**src/rtl/bp_pkg.sv**
```systemverilog
// ============================================================================
// bp_pkg: shared types and defaults for the branch predictor update path.
// Revision 1.0
// ============================================================================
`default_nettype none

package bp_pkg;

   localparam int BP_PC_WIDTH  = 32;
   localparam int BP_DEPTH     = 4;
   localparam int BP_CNT_WIDTH = 16;

   // PCs narrower than BP_PC_WIDTH are stored zero-extended.
   typedef struct packed {
      logic [BP_PC_WIDTH-1:0] pc;
      logic                   pred;
   } bp_entry_t;

   localparam int BP_ENTRY_WIDTH = $bits(bp_entry_t);

endpackage

`default_nettype wire

```
**src/rtl/branch_fifo.sv**
```systemverilog
// ============================================================================
// branch_fifo: in-flight branch circular buffer with mispredict flush.
// Revision 1.0
// ============================================================================
`default_nettype none

module branch_fifo
   import bp_pkg::*;
#(
   parameter int depth = BP_DEPTH
) (
   input  logic                      clk,
   input  logic                      reset,
   input  logic                      push,
   input  logic [BP_ENTRY_WIDTH-1:0] push_entry,
   input  logic                      pop,
   input  logic                      flush,
   output logic [BP_ENTRY_WIDTH-1:0] head_entry,
   output logic [$clog2(depth):0]    count,
   output logic                      empty,
   output logic                      full
);

   localparam int PTR_W = $clog2(depth);
   localparam logic [PTR_W-1:0] PTR_ONE = PTR_W'(1);
   localparam logic [PTR_W:0]   OCC_ONE = (PTR_W+1)'(1);
   localparam logic [PTR_W:0]   OCC_MAX = (PTR_W+1)'(depth);

   logic [BP_ENTRY_WIDTH-1:0] mem [depth];
   logic [PTR_W-1:0]          wr_ptr;
   logic [PTR_W-1:0]          rd_ptr;
   logic [PTR_W:0]            occ;

   always_ff @(posedge clk) begin
      if (reset) begin
         wr_ptr <= '0;
         rd_ptr <= '0;
         occ    <= '0;
      end else if (flush) begin
         // Flush accompanies the pop of the head; everything younger is dropped.
         rd_ptr <= rd_ptr + PTR_ONE;
         wr_ptr <= rd_ptr + PTR_ONE;
         occ    <= '0;
      end else begin
         if (push) wr_ptr <= wr_ptr + PTR_ONE;
         if (pop)  rd_ptr <= rd_ptr + PTR_ONE;
         case ({push, pop})
            2'b10:   occ <= occ + OCC_ONE;
            2'b01:   occ <= occ - OCC_ONE;
            default: occ <= occ;
         endcase
      end
   end

   always_ff @(posedge clk) begin
      if (push && !flush) mem[wr_ptr] <= push_entry;
   end

   assign head_entry = mem[rd_ptr];
   assign count      = occ;
   assign empty      = (occ == '0);
   assign full       = (occ == OCC_MAX);

endmodule

`default_nettype wire

```
**src/rtl/branch_resolve_ctrl.sv**
```systemverilog
// ============================================================================
// branch_resolve_ctrl: in-order resolve sequencer driving the predictor update.
// Revision 1.0
// ============================================================================
`default_nettype none

module branch_resolve_ctrl
   import bp_pkg::*;
#(
   parameter int bit_width = BP_PC_WIDTH,
   parameter int depth     = BP_DEPTH,
   parameter int cnt_width = BP_CNT_WIDTH
) (
   input  logic                   clk,
   input  logic                   reset,
   input  logic                   issue_valid,
   input  logic [bit_width-1:0]   issue_pc,
   input  logic                   issue_pred,
   output logic                   issue_ready,
   input  logic                   resolve_valid,
   input  logic                   resolve_taken,
   output logic                   update,
   output logic [bit_width-1:0]   updatePc,
   output logic                   reality,
   output logic                   mispredict,
   output logic                   empty,
   output logic [$clog2(depth):0] count,
   output logic [cnt_width-1:0]   hit_count,
   output logic [cnt_width-1:0]   miss_count
);

   localparam logic [cnt_width-1:0] CNT_ONE = cnt_width'(1);
   localparam logic [cnt_width-1:0] CNT_MAX = '1;

   bp_entry_t                 issue_entry;
   bp_entry_t                 head_entry;
   logic [BP_ENTRY_WIDTH-1:0] head_bits;
   logic                      full;
   logic                      push;
   logic                      pop;
   logic                      miss_now;

   assign issue_entry.pc   = BP_PC_WIDTH'(issue_pc);
   assign issue_entry.pred = issue_pred;
   assign head_entry       = bp_entry_t'(head_bits);

   // Ready reflects occupancy before any same-cycle pop, so a full queue never pushes.
   assign issue_ready = !full;
   assign push        = issue_valid && issue_ready;
   assign pop         = resolve_valid && !empty;
   assign miss_now    = pop && (head_entry.pred != resolve_taken);

   branch_fifo #(
      .depth (depth)
   ) u_fifo (
      .clk        (clk),
      .reset      (reset),
      .push       (push),
      .push_entry (issue_entry),
      .pop        (pop),
      .flush      (miss_now),
      .head_entry (head_bits),
      .count      (count),
      .empty      (empty),
      .full       (full)
   );

   always_ff @(posedge clk) begin
      if (reset) begin
         update     <= 1'b0;
         updatePc   <= '0;
         reality    <= 1'b0;
         mispredict <= 1'b0;
         hit_count  <= '0;
         miss_count <= '0;
      end else begin
         update     <= pop;
         mispredict <= miss_now;
         if (pop) begin
            updatePc <= head_entry.pc[bit_width-1:0];
            reality  <= resolve_taken;
            if (miss_now) begin
               if (miss_count != CNT_MAX) miss_count <= miss_count + CNT_ONE;
            end else begin
               if (hit_count != CNT_MAX) hit_count <= hit_count + CNT_ONE;
            end
         end
      end
   end

endmodule

`default_nettype wire

```
**config.mk**
```make
export PLATFORM = sky130hd
export DESIGN_NAME = branch_resolve_ctrl
export DESIGN_NICKNAME = d
export VERILOG_FILES = /design/src/rtl/bp_pkg.sv /design/src/rtl/branch_fifo.sv /design/src/rtl/branch_resolve_ctrl.sv
export SDC_FILE = /design/constraint.sdc
export NUM_CORES = 1
export LEC_CHECK = 0
export BUFFER_PORTS_ARGS = -buffer_cell sky130_fd_sc_hd__buf_2
export CAP_MARGIN = 20
export CORE_MARGIN = 4
export CORE_UTILIZATION = 50
export DETAILED_ROUTE_END_ITERATION = 8
export HOLD_SLACK_MARGIN = 0.03
export PLACE_DENSITY = 0.77
export SLEW_MARGIN = 20
export SYNTH_ARGS = -nofsm -noshare
export SYNTH_HDL_FRONTEND = slang
export SYNTH_SLANG_ARGS = --single-unit
```
**constraint.sdc**
```tcl
create_clock -name clk -period 2.9 [get_ports clk]
set_input_delay 0.29 -clock clk [delete_from_list [all_inputs] [get_ports clk]]
set_output_delay 0.29 -clock clk [all_outputs]
set_load 0.02 [all_outputs]
```
# [Yosys cells after proc, flatten, opt, wreduce, memory -nomap -nowiden]
# Memory sizes are Yosys's and may differ from the RTL's. A register that Yosys moved wholly into a read port is not among the register bits.
# Cells that the tools add are included.
[totals] ff_bits=74 romBits=0 out_inout_bits=72 latchBits=0 ramBits=132 in_bits=38 n_memories=1
[memory_table] memory="u_fifo.mem" words=4 width=33 rd=1 rd_ports_with_merged_regs=1 write_ports=1 line_no="branch_fifo.sv:29" text="logic [BP_ENTRY_WIDTH-1:0] mem [depth];"
[op_classes] order_cmp=0 n_mul=0 n_shift=0 bitwise=1 n_reduce_logical=14 mux=9 eq_ne=6 add_sub_neg=6 div=0
[op_table] cell="$add 16x1->16 const B" n=2
[op_table] cell="$ne 16x16->1 const B" n=2
[op_table] cell="$mux 2" n=6
[op_table] cell="$pmux 3 s2" n=1
[op_table] cell="$reduce_and 3->1" n=2
[op_table] cell="$reduce_bool 2->1" n=3
[op_table] cell="$add 2x1->2 const B" n=2
[op_table] cell="$logic_and 1x1->1" n=4
[op_table] cell="$add 3x1->3 const B" n=1
[op_table] cell="$eq 3x3->1 const B" n=1
[op_table] cell="$logic_not 1->1" n=3
[op_table] cell="$logic_not 3->1" n=1
[op_table] cell="$sub 3x1->3 const B" n=1
[op_table] cell="$eq 2x1->1 const B" n=1
[op_table] cell="$eq 2x2->1 const B" n=1
[op_table] cell="$mux 1" n=2
[op_table] cell="$reduce_or 2->1" n=1
[op_table] cell="$ne 1x1->1" n=1
[op_table] cell="$not 1->1" n=1

# [Longest topological paths before layout]
# Gate-level depths: netlist of run 1.
[depth] depth_word=8 depth_mapped=10 ltp_nobuf=9

# [Cells and area by module]
# Synthesis of run 1 repeated with hierarchy kept, for this count alone.
[unflattened] hier_cells=581 area_unflattened_um2=8162.8
[modules_own_cells] module="branch_fifo" cells_per_inst=225 seq_area_each_um2=4144.0 area_per_inst_um2=5285.1 instances=1
[modules_own_cells] module="branch_resolve_ctrl" cells_per_inst=356 seq_area_each_um2=1341.3 area_per_inst_um2=2877.8 instances=1

# [Worst setup path before layout of run 1]
# Ideal clock, no wire load.
[synth_timing] path_kind="reg2reg" from="reg with a tool-made name" to="mem u_fifo.mem[0][0] (netlist bit), enable pin" setup_slack_ps=113 t_arrival_ps=2394 setup_ps=393 n_path_buf=2 t_required_ps=2507 synth_period_minus_slack_ps=2787 path_stages_with_launch=8 path_cell_list="dfxtp_1 buf_6 mux4_2 xnor2_2 buf_2 nor2_1 nor2_1 and2_1"
[synth_rtl] item="to (decl)" line_no="branch_fifo.sv:29"

==> reports/summary.md, run 1 <==
The flow ran to the end, and the final reports show no timing, DRC or antenna violations. The compound-gate portion of the synthesized area was 0.04551. The largest area contributor in the netlist is sky130_fd_sc_hd__edfxtp_1. After clock tree synthesis, the clock-pin slew on the worst setup and hold paths is 60 ps.

The logs give 45 for the number of placement rows and 3080 ps for the data required time at the worst endpoint. Most numerous cell in the Yosys netlist: sky130_fd_sc_hd__edfxtp_1. The pin slew with the least headroom to its limit was 734.5 ps.

The number of placed instances, taps included, is 872. Number of clock buffers inserted by TritonCTS: 22. Mux contribution to synthesized area: 0.09730. The number of distinct standard cells referenced by the synthesized netlist was 39; the weighted congestion reported at the end of routability-driven placement was 0.7824. For this run, the slowest stage of the critical path takes 510 ps. Synthesis inferred 208 register bits.

Average wire per cell in the routed design: 18.70 um. Among all flip-flop cells after synthesis, the most frequent one is sky130_fd_sc_hd__edfxtp_1. The logs give 0 for the number of warnings reported in the yosys synthesis log and 0 for the leftover overflow at the end of global routing. The tools report the wire length of the first global-routing pass as 28740 um. OpenSTA, run right after detailed placement, puts the worst setup slack at 527.3 ps. The number of sinks handled by clock tree synthesis is 208.

For the netlist area before placement, the log shows 0.007973 sq mm. The routed design has 17690 um of wire. Measured in cells, the most critical reg-to-reg path has a length of 6. The arrival time reported for the critical path endpoint is 2550 ps, and the headroom to the max-slew limit is 0.5103. Setup total negative slack on the finished layout was measured at 0 ps.

The logs give 0.01803 sq mm for the die outline area and 0.01543 sq mm for the area of the placeable core. The share of the synthesized netlist area taken by xor and xnor gates works out to 0.02731. The tools report the root buffer cell as sky130_fd_sc_hd__clkbuf_16. For the final-report hold violation count, the log shows 0. The largest family of logic cells by synthesized area was simple AND/OR/NAND/NOR gates.

After detailed routing, the number of vias per cell comes to 5.539. The signal on the critical path passes through mux4_2 -> xnor2_2 -> nor2_1 -> nor2_1 -> and2_2 -> buf_4. The logs give 0.009866 sq mm for the final standard cell area without fillers and 110 for the boundary pin count. The type of the setup path with the least slack is reg -> reg.

The average instance area after synthesis was 14.16 sq um; the die boundary height was 134.3 um. The tools report the total count of max-transition violations in the final report as 0. The worst-case IR drop observed on VDD is 0.5651 mV. The sequential-to-total area share from yosys stat is 0.6880.

Setup repair after global routing left no endpoint under its margin. The CTS H-tree depth is 1. Effective utilization at floorplan: 0.5168. The critical register-to-register path startpoint is u_fifo.mem[3][0]$_DFFE_PP_. The detailed router placed 5240 vias in this run.

Buffers placed on the I/O ports in this run total 109. The tools report the element type at the critical path end as a register. The initial antenna violation count was 1; the adder-cell share of the synthesized area was 0.01350.

The net total in the final layout was 764; the number of synthesized flops with an enable pin was 132. After layout, the minimum clock period comes to 2373 ps. The type of element launching the critical path was a register. The overall routing resource usage was 0.2003. In this run the worst path has a maximum fanout of 19. The run gives 946 as the final cell count without fillers.

The share of layout cells above drive strength 1 was 0.2834; the detailed-route DRC error count was 0. The tightest hold path in the finished design has a slack of 93.56 ps. Static timing analysis puts the maximum clock frequency at 421.4 MHz.

The worst hold path was traced through 3 stages. In this run the critical register-to-register path is captured at u_fifo.mem[3][20]$_DFFE_PP_. The floorplan die width is 134.3 um.

For the worst-skew pair, the clock arrives at the later sink with an insertion delay of 510 ps. Setup violations remaining at the end of the flow were counted as 0. Number of global-route vias before repair: 5245. By count the netlist is led by sky130_fd_sc_hd__edfxtp_1, sky130_fd_sc_hd__nand2_1, sky130_fd_sc_hd__dfxtp_1. Post-route clock period utilization: 0.8184. The simple-gate portion of the synthesized area is 0.1086, and the share of Yosys cell area claimed by the top area cell type is 0.4972. The power density normalized to cell area is 898.1 mW/mm^2. The tools report the start point of the worst min-delay path as resolve_taken.

For the post-synth net total, the log shows 609. Grouping stages by cell kind, the critical path spends the most delay in multiplexers. The slowest stage of the critical path belongs to the cell sky130_fd_sc_hd__mux4_2. The first-pass iteration count of the detailed router was 5. Once the clock tree was built, the setup fixing pass inserted 0 buffers. TritonCTS built the clock tree. By area the synthesized netlist is led by sky130_fd_sc_hd__edfxtp_1, sky130_fd_sc_hd__dfxtp_1, sky130_fd_sc_hd__mux4_2.

The instance count of the mapped netlist was 563; the worst path setup slack after routing was 526.7 ps. The combined buffer and inverter count along the critical path was 1; the sum of internal, switching and leakage power was 8.861 mW. The total of cells resized after clock tree synthesis was 0. For the flop-to-flop setup slack, the log shows 530 ps. Count of max-cap constraint violations: 0. In this run the worst hold path is classified as in -> reg. The path with the worst hold slack has its endpoint at reality$_SDFFE_PP0P_.

DRC violation total after the first TritonRoute iteration: 423. The final worst clock skew came out at 15.68 ps. Once detailed placement completed, the half-perimeter wirelength came to 10750 um.

The tools report the largest net degree at the start of global routing as 39. The number of antenna-violating nets in the routed design is 0, and the share of synthesized flip-flops with an asynchronous set or reset is 0. The core utilization of the finished layout was 0.6395. The area growth from synthesis to layout is 23.74%.

The cell that appears most often on the critical path is sky130_fd_sc_hd__nor2_1. The standby leakage power was 3.534 nW; the buffer depth of the longest clock path was 3. The logs give 0.008818 sq mm for the standard cell area after detailed placement and 1111 for the total of fill cells in the finished design.
state kept, by name (all words and copies together), names as in the netlist, named ones only:
register,cells
u_fifo.rd_ptr,2
hit_count,16
u_fifo.count,3
miss_count,16
updatePc,32
mispredict,1
reality,1
update,1
u_fifo.wr_ptr,2
u_fifo.mem,132
report_power, final:
part / switching [mW] / internal (mW) / leakage, nW
sequential: 0.227 / 3.73 / 1.83
combinational: 1.33 / 0.889 / 1.36
clock: 1.11 / 1.58 / 0.346
total: 2.67 / 6.19 / 3.53
kinds of logic after synthesis:
| logic type | count (synthesis) |
|---|---|
| flip-flops | 208 |
| AND/OR/NAND/NOR | 184 |
| AO/OA/AOI/OAI | 65 |
| buffers and inverters | 38 |
| multiplexers | 36 |
| XOR/XNOR | 24 |
| adder cells (fa/ha/maj) | 8 |
tightest hold or removal path, cell delays in order:
cell and delay, ps:
sky130_fd_sc_hd__buf_2 130, sky130_fd_sc_hd__nand2_1 70, sky130_fd_sc_hd__a21oi_1 60
routing by layer:
metal | global-route usage | up-vias | wire length, um
met5 | 0 | - | 0
met4 | 0.04468 | 0 | 323
met3 | 0.03676 | 27 | 1115
met2 | 0.3450 | 207 | 9054
met1 | 0.2678 | 2596 | 7193
li1 | - | 2410 | -
how the worst max path moves through the flow:
stage                     slack [ps]  cells after the start                        from                           to
after floorplan                  110                      7                    register   u_fifo.mem[0][0]$_DFFE_PP_
after global placement           630                      6                    register   u_fifo.mem[3][4]$_DFFE_PP_
after detailed placement         530                      6  u_fifo.mem[3][0]$_DFFE_PP_   u_fifo.mem[3][5]$_DFFE_PP_
after CTS                        530                      6  u_fifo.mem[3][0]$_DFFE_PP_  u_fifo.mem[3][12]$_DFFE_PP_
after global routing             340                      5  u_fifo.mem[3][0]$_DFFE_PP_    hit_count[5]$_SDFFE_PP0P_
final                            530                      6  u_fifo.mem[3][0]$_DFFE_PP_  u_fifo.mem[3][20]$_DFFE_PP_
cell usage in the layout, fill, tap and decap left out, types with 3 or more instances in the layout:
cell type                       count
sky130_fd_sc_hd__a211oi_1           4
sky130_fd_sc_hd__a21oi_1           46
sky130_fd_sc_hd__and2_2             4
sky130_fd_sc_hd__and4_1             3
sky130_fd_sc_hd__buf_2            109
sky130_fd_sc_hd__buf_4             19
sky130_fd_sc_hd__clkbuf_1           5
sky130_fd_sc_hd__clkbuf_16         22
sky130_fd_sc_hd__clkbuf_8           3
sky130_fd_sc_hd__clkinv_2           5
sky130_fd_sc_hd__dfxtp_1           74
sky130_fd_sc_hd__dlygate4sd3_1     33
sky130_fd_sc_hd__edfxtp_1         132
sky130_fd_sc_hd__ha_1               7
sky130_fd_sc_hd__inv_1              8
sky130_fd_sc_hd__mux4_2            33
sky130_fd_sc_hd__nand2_1           80
sky130_fd_sc_hd__nand3_1           14
sky130_fd_sc_hd__nand4_1           13
sky130_fd_sc_hd__nor2_1            33
sky130_fd_sc_hd__nor3_1            11
sky130_fd_sc_hd__nor4_1             6
sky130_fd_sc_hd__o21ai_0            6
sky130_fd_sc_hd__o31ai_1            4
sky130_fd_sc_hd__or3_1              6
sky130_fd_sc_hd__or4_1              5
sky130_fd_sc_hd__xnor2_1           16
sky130_fd_sc_hd__xor2_1             7
layout make-up:
class | instances | area (sq um) | area share
flip-flops and latches | 208 | 5488 | 0.5562
multi-input cells | 317 | 2349 | 0.2380
repair buffers | 161 | 1018 | 0.1032
clock buffers | 30 | 610.6 | 0.06189
well taps | 211 | 264.0 | 0.02676
clock inverters | 10 | 103.9 | 0.01053
inverters | 8 | 30.03 | 0.003044
diodes | 1 | 2.502 | 0.0002536
timing repair:
action                                  CTS  global route
endpoints found under the setup margin    0             0
hold endpoints to repair                130             0
hold buffers                             33             0
Power figures use the tool's default switching activity.
==> run 2, diff against run 1 <==
==> constraint.sdc (replaced) <==
create_clock -name clk -period 2.1 [get_ports clk]
set_input_delay 0.21 -clock clk [delete_from_list [all_inputs] [get_ports clk]]
set_output_delay 0.21 -clock clk [all_outputs]
set_load 0.02 [all_outputs]
==> reports/summary.md, run 2 (synthesis results as in run 1) <==
Clock-pin slew was measured on the worst setup and hold paths at 60 ps. Once placement completed, the tool counted placed cells totaling 890. The floorplan has 45 rows.

The path class of the tightest hold or removal check is in -> reg. The largest fanout on the critical path works out to 9. For the number of sinks handled by clock tree synthesis, the log shows 208. The clock arrives with 8.466 ps of skew. The total count of max-transition violations in the final report is 0, and the final cell count without fillers is 975. The tree is rooted in a sky130_fd_sc_hd__clkbuf_16. The post-route clock period utilization is 1.012, and the final-report hold violation count is 0. The worst setup path is captured at a register. After detailed routing, the number of remaining DRC violations is 0. In the final routed layout, each cell accounts on average for 19.40 um.

Setup repair after global routing could not meet its margin everywhere. The longest clock path from root to sink contains 3 buffers. The register with the most flip-flops in the layout has 132 of them. Across the run, the number of max-cap violations was 0.

Detailed placement ended at an HPWL of 11360 um. Entering global routing, the biggest net connects 33 pins. The headroom to the max-slew limit was 0.5711.

Most crowded layer after global routing: met2. Traced cell by cell, the critical path runs through mux4_2 -> xnor2_4 -> nor2_4 -> nor2_4 -> and2_4 -> clkbuf_16. The die is 134.3 um tall. The register with the most flip-flops in the final layout is u_fifo.mem.

The floorplan die width was 134.3 um; the die outline area was 0.01803 sq mm. The library cell used most frequently in the layout, excluding fill and tap cells, is sky130_fd_sc_hd__edfxtp_1. For the core utilization of the finished layout, the log shows 0.6758.

The worst setup path is launched from a register. The arrival time reported for the critical path endpoint was 2320 ps. The final route contains 5456 vias. The type of the setup path with the least slack was reg -> reg.

By instance count, the cell type seen most on the critical path is sky130_fd_sc_hd__nor2_4. The global routing met3 resource utilization was 0.03338. The data required time at the worst endpoint came out at 2300 ps. Clock insertion delay at the later pin of the skew report: 490 ps.

The flow ran to the end, but the final reports show violations. The run gives 0.01043 sq mm as the final standard cell area without fillers. In the routed layout, each cell is associated on average with a via count of 5.596. The number of cells traversed by the worst register-to-register path was 6; the share of layout cells above drive strength 1 was 0.3425. Standby leakage power: 3.753 nW.

The cell count of the worst hold path is 4. The tools report the net total in the final layout as 794. The worst path setup slack after routing was -26.11 ps. In this run the cell area measured after placement is 0.009080 sq mm. For the finished layout, the period the worst path requires is 2126 ps. The first TritonRoute pass finished after 5 iterations.

The number of global-route vias before repair was 5465. The count of nets left with antenna violations once routing finished came out at 0. The detailed router finished its first iteration with 453 violations. In the final layout, the registers with the most flip-flops are u_fifo.mem (132), updatePc (32). The CTS H-tree depth came out at 1. The weighted congestion reported at the end of routability-driven placement is 0.8262. Post-synthesis to final-layout area growth: 30.76%. For the pin with the worst max-slew slack, the measured transition is 643.4 ps.

For this block, the routed nets add up to 18910 um of wire. Maximum VDD drop: 0.9289 mV. TritonCTS built the clock tree. In the layout the commonest cells are sky130_fd_sc_hd__edfxtp_1, sky130_fd_sc_hd__buf_2, sky130_fd_sc_hd__nand2_1.

Leftover overflow at the end of global routing: 0. During placement, the flow inserted port buffers numbering 109. The region available for standard cell placement spans 0.01543 sq mm. The worst stage delay on the critical path came out at 540 ps. The slowest stage of the critical path is the sky130_fd_sc_hd__mux4_2 cell. The tools report the boundary pin count as 110.

Setup violations remaining at the end of the flow were counted as 88. The tools report the global-route met1 utilization as 0.2511. Static timing analysis puts the maximum clock frequency at 470.3 MHz. The initial antenna violation count is 2. The checks that failed: negative setup slack. Met2 demand-to-capacity share in global routing: 0.3441. The first global-routing pass estimated 28370 um of wire. The number of clock buffers inserted by TritonCTS came out at 21.

The run gives 0.5168 as the effective utilization at floorplan. Dividing total power by cell area gives a power density of 1242 mW/mm^2. Overall routing resource usage: 0.1981.
==> run 2: final cells by class <==
| class | instances | area [sq um] |
|---|---|---|
| sequential | 208 | 5497 |
| inverter | 8 | 30.03 |
| timing repair buffer | 192 | 1418 |
| tap | 211 | 264.0 |
| clock inverter | 8 | 137.6 |
| multi-input combinational | 317 | 2509 |
| clock buffer | 29 | 565.5 |
| fill | 1042 | 5002 |
| antenna | 2 | 5.005 |
==> run 2: worst paths after layout <==
check | from | slack (ps) | end
worst max-delay path | u_fifo.mem[1][0]$_DFFE_PP_ | -30 | u_fifo.mem[1][12]$_DFFE_PP_
worst min-delay path | resolve_valid | 190 | update$_SDFF_PP0_
worst max register to register | u_fifo.mem[1][0]$_DFFE_PP_ | -30 | u_fifo.mem[1][12]$_DFFE_PP_
worst min register to register | updatePc[8]$_SDFFE_PP0P_ | 450 | updatePc[8]$_SDFFE_PP0P_
==> run 2: critical path: cells and delay by family, from the launching register on <==
| family | cells | cell delay, ps |
|---|---|---|
| and+or+nand+nor | 3 | 450 |
| xor gates and xnor gates | 1 | 290 |
| buffers and inverters | 1 | 180 |
| DFF | 1 | 370 |
| muxes | 1 | 540 |
==> run 2: metal layers <==
metal / share of wire / routed length [um]
met4: 0.027 / 510
met3: 0.065 / 1236
met2: 0.52 / 9852
met5: 0 / 0
met1: 0.39 / 7311
==> run 2: through the flow <==
stage / setup TNS (ps) / worst slack, ps / hold WS, ps / power, mW
floorplan: -12530 / -94.89 / 308.9 / 7.618
global placement: 0 / 1.331 / 423.3 / 8.666
detailed placement: -2658 / -69.43 / 434.5 / 8.807
CTS: 0 / 2.758 / 173.8 / 12.74
global route: -14400 / -123.2 / 205.3 / 13.56
finish: -1391 / -26.11 / 193.0 / 12.95
==> run 2: power by group <==
group | switching, mW | total [mW] | internal [mW]
sequential | 0.297 | 5.45 | 5.15
combinational | 2.05 | 3.69 | 1.63
clock | 1.45 | 3.82 | 2.37
==> run 2: timing repair <==
item,4_1_cts,5_1_grt
endpoints found under the hold margin,133,0
pin swaps,1,11
hold buffers,34,0
buffers inserted,0,8
cloned,0,4
resized for setup,2,29
endpoints found under the setup margin,136,155
==> run 3, diff against run 2 <==
--- a/config.mk
+++ b/config.mk
@@ -5,7 +5,7 @@
 export SDC_FILE = /design/constraint.sdc
 export NUM_CORES = 1
 export LEC_CHECK = 0
-export BUFFER_PORTS_ARGS = -buffer_cell sky130_fd_sc_hd__buf_2
+export BUFFER_PORTS_ARGS = -buffer_cell sky130_fd_sc_hd__buf_4
 export CAP_MARGIN = 20
 export CORE_MARGIN = 4
 export CORE_UTILIZATION = 50
==> reports/summary.md, run 3 (synthesis results as in run 1) <==
The wire length on met3 is 1074 um, and the count of max-cap constraint violations is 0. The floorplan die width came out at 134.3 um. For the final database, setup skew stands at 11.44 ps. The time the worst path needs with I/O delays and setup came out at 2091 ps.

Worst path setup slack after routing: 8.799 ps. The worst hold path begins at issue_valid. Once detail routing completed, the nets flagged for antenna violations numbered 0. The largest net degree at the start of global routing was 78.

The area of the placeable core is 0.01543 sq mm, and the die boundary height is 134.3 um. The logs give 0.4202 for the headroom to the max-slew limit and 0.424 for the sequential group share of total power. The path class of the tightest hold or removal check is in -> reg. Routed signal wires occupy layers up through met4. Pin slew with the least headroom to its limit: 869.7 ps. In the routed design, unresolved DRC markers number 0. The net total in the final layout is 786, and the number of sinks handled by clock tree synthesis is 208.

The first TritonRoute pass finished after 5 iterations. The flop-to-flop setup slack was 9 ps. The fraction of power spent switching nets was 0.2907; the number of failing setup endpoints in the final timing report was 0. Dividing the detail-routed wire length by the instance count gives 19.10 um.

After the first detailed-routing iteration, the DRC count stood at 369. The number of vias per cell after detailed routing was 5.571; the detailed placement HPWL was 11210 um. Pin placement for this block handled 110 I/O pins. The run gives 0 as the total count of max-transition violations in the final report. The data required time at the worst endpoint came out at 2280 ps. The first global-routing pass estimated 28610 um of wire. Detailed routing inserted a total of 5382 vias.

The post-detailed-routing wire length came out at 18450 um. The number of clock buffers inserted by TritonCTS came out at 21. Clock-pin slew was measured on the worst setup and hold paths at 60 ps. In this run the core area contains 45 standard-cell rows.

STA classifies the critical path startpoint as a register. The largest fanout on the critical path came out at 19. Overall routing resource usage: 0.1979. The tools report the root buffer cell as sky130_fd_sc_hd__clkbuf_16. The run gives 1 as the CTS H-tree depth. Clock network fraction of total power: 0.285. The final-report hold violation count was 0; the routed length on met1 was 7339 um.

The largest registers in the layout are u_fifo.mem (132), updatePc (32). The internal power component is 9.082 mW. The share of layout cells above drive strength 1 is 0.3329, and the number of global-route vias before repair is 5598.

Setup repair after global routing could not meet its margin everywhere. The critical register-to-register path startpoint was u_fifo.mem[3][0]$_DFFE_PP_. The later pin in the worst-skew pair is clocked with a latency of 490 ps. The amount of wire on met2 after detailed routing is 9655 um, and the switching power is 3.723 mW. The logs give 1 for the initial antenna violation count and 0 for the leftover overflow at the end of global routing. Before CTS, the worst setup slack after placement is -31.27 ps. TritonCTS built the clock tree. The flow ran to the end, and the final reports show no timing, DRC or antenna violations. More flip-flops sit in one register than any other, and that register is u_fifo.mem. The flip-flop count of the largest register after layout came out at 132.

Standby leakage power: 3.732 nW. The maximum VDD drop came out at 0.8967 mV. The area growth from synthesis to layout is 32.35%. In this run the worst setup path begins at u_fifo.mem[3][0]$_DFFE_PP_. The tools report the effective utilization at floorplan as 0.5168.

The post-route clock period utilization came out at 0.9958. The buffer depth of the longest clock path is 3, and the weighted congestion reported at the end of routability-driven placement is 0.8445. The layout has 1029 filler cells. STA classifies the critical path endpoint as a register.

The arrival time reported for the critical path endpoint is 2270 ps, and the power density normalized to cell area is 1214 mW/mm^2. For the final sum of negative setup slack, the log shows 0 ps. For the fraction of power consumed by combinational cells, the log shows 0.291. The tools report the peak clock frequency supported by timing as 478.2 MHz. The floorplan step defined a die boundary enclosing 0.01803 sq mm. The most frequent standard cell in the layout excluding fill and tap cells was sky130_fd_sc_hd__buf_4. The critical path is of the reg -> reg type. Input and output buffers added on the ports amount to 109. In the layout the commonest cells are sky130_fd_sc_hd__buf_4, sky130_fd_sc_hd__edfxtp_1, sky130_fd_sc_hd__nand2_1.
-- run 3: cell count changes in the layout (fill, tap and decap cells not counted), moves of 2 or more --
cell / change
sky130_fd_sc_hd__o31ai_1: -2
sky130_fd_sc_hd__clkbuf_8: +2
sky130_fd_sc_hd__o31ai_2: +2
sky130_fd_sc_hd__buf_6: -2
sky130_fd_sc_hd__bufinv_16: -2
sky130_fd_sc_hd__buf_4: +105
sky130_fd_sc_hd__nor4_1: +3
sky130_fd_sc_hd__clkinv_1: -2
sky130_fd_sc_hd__nor4_2: -4
sky130_fd_sc_hd__buf_2: -110
sky130_fd_sc_hd__buf_12: +3
sky130_fd_sc_hd__clkbuf_16: -3
-- run 3: power by group through the flow --
stage                     Sequential, mW  Combinational (mW)  Clock, mW
final                               5.43                3.72       3.65
after global routing                5.50                4.01       3.87
after CTS                           5.44                3.65       3.69
after detailed placement            5.51                3.53          0
after global placement              5.45                3.45          0
after floorplan                     5.72                1.90          0
-- run 3: metal layers --
layer,GRT usage,vias up
li1,-,2457
met1,0.2523,2697
met2,0.3520,197
met3,0.03038,31
met4,0.05769,0
met5,0,-
-- run 3: path summary, 6_finish.rpt --
| path | to | cells after the start |
|---|---|---|
| worst max-delay path | u_fifo.mem[3][11]$_DFFE_PP_ | 7 |
| worst min-delay path | u_fifo.count[0]$_SDFFE_PP0P_ | 5 |
| worst max register to register | u_fifo.mem[3][11]$_DFFE_PP_ | 7 |
| worst min register to register | updatePc[10]$_SDFFE_PP0P_ | 2 |
-- run 3: per-stage QoR --
| step | total power [mW] | instances | instance area [sq um] | utilization | hold slack [ps] |
|---|---|---|---|---|---|
| finish | 12.80 | 966 | 10550 | 0.6839 | 284.5 |
| global route | 13.38 | 966 | 10550 | 0.6839 | 291.0 |
| CTS | 12.77 | 962 | 10420 | 0.6757 | 279.3 |
| detailed placement | 9.035 | 889 | 9383 | 0.6082 | 416.4 |
| global placement | 8.892 | 889 | 9383 | 0.6082 | 411.0 |
| floorplan | 7.618 | 563 | 8026 | - | 308.9 |
-- run 3: area by class of cell --
type,instances,area (sq um),area share
Clock inverter,4,70.07,0.006641
Clock buffer,33,605.6,0.05739
Inverter,8,30.03,0.002846
Multi-Input combinational cell,317,2480,0.2350
Tap cell,211,264.0,0.02502
Sequential cell,208,5497,0.5209
Timing Repair Buffer,184,1603,0.1519
Antenna cell,1,2.502,0.0002372
-- run 3: critical path, stage by stage (launching register included) --
cell and delay, ps:
sky130_fd_sc_hd__edfxtp_1 370, sky130_fd_sc_hd__mux4_2 510, sky130_fd_sc_hd__xnor2_2 180, sky130_fd_sc_hd__buf_4 160
sky130_fd_sc_hd__nor2_4 50, sky130_fd_sc_hd__nor2_4 140, sky130_fd_sc_hd__and2_4 200, sky130_fd_sc_hd__buf_12 180
-- run 3: what timing repair did --
action	in CTS	in global routing
resized for setup	2	23
setup buffers	2	3
setup endpoints to repair	5	141
hold buffers	34	0
pin swaps	1	7
endpoints found under the hold margin	133	0
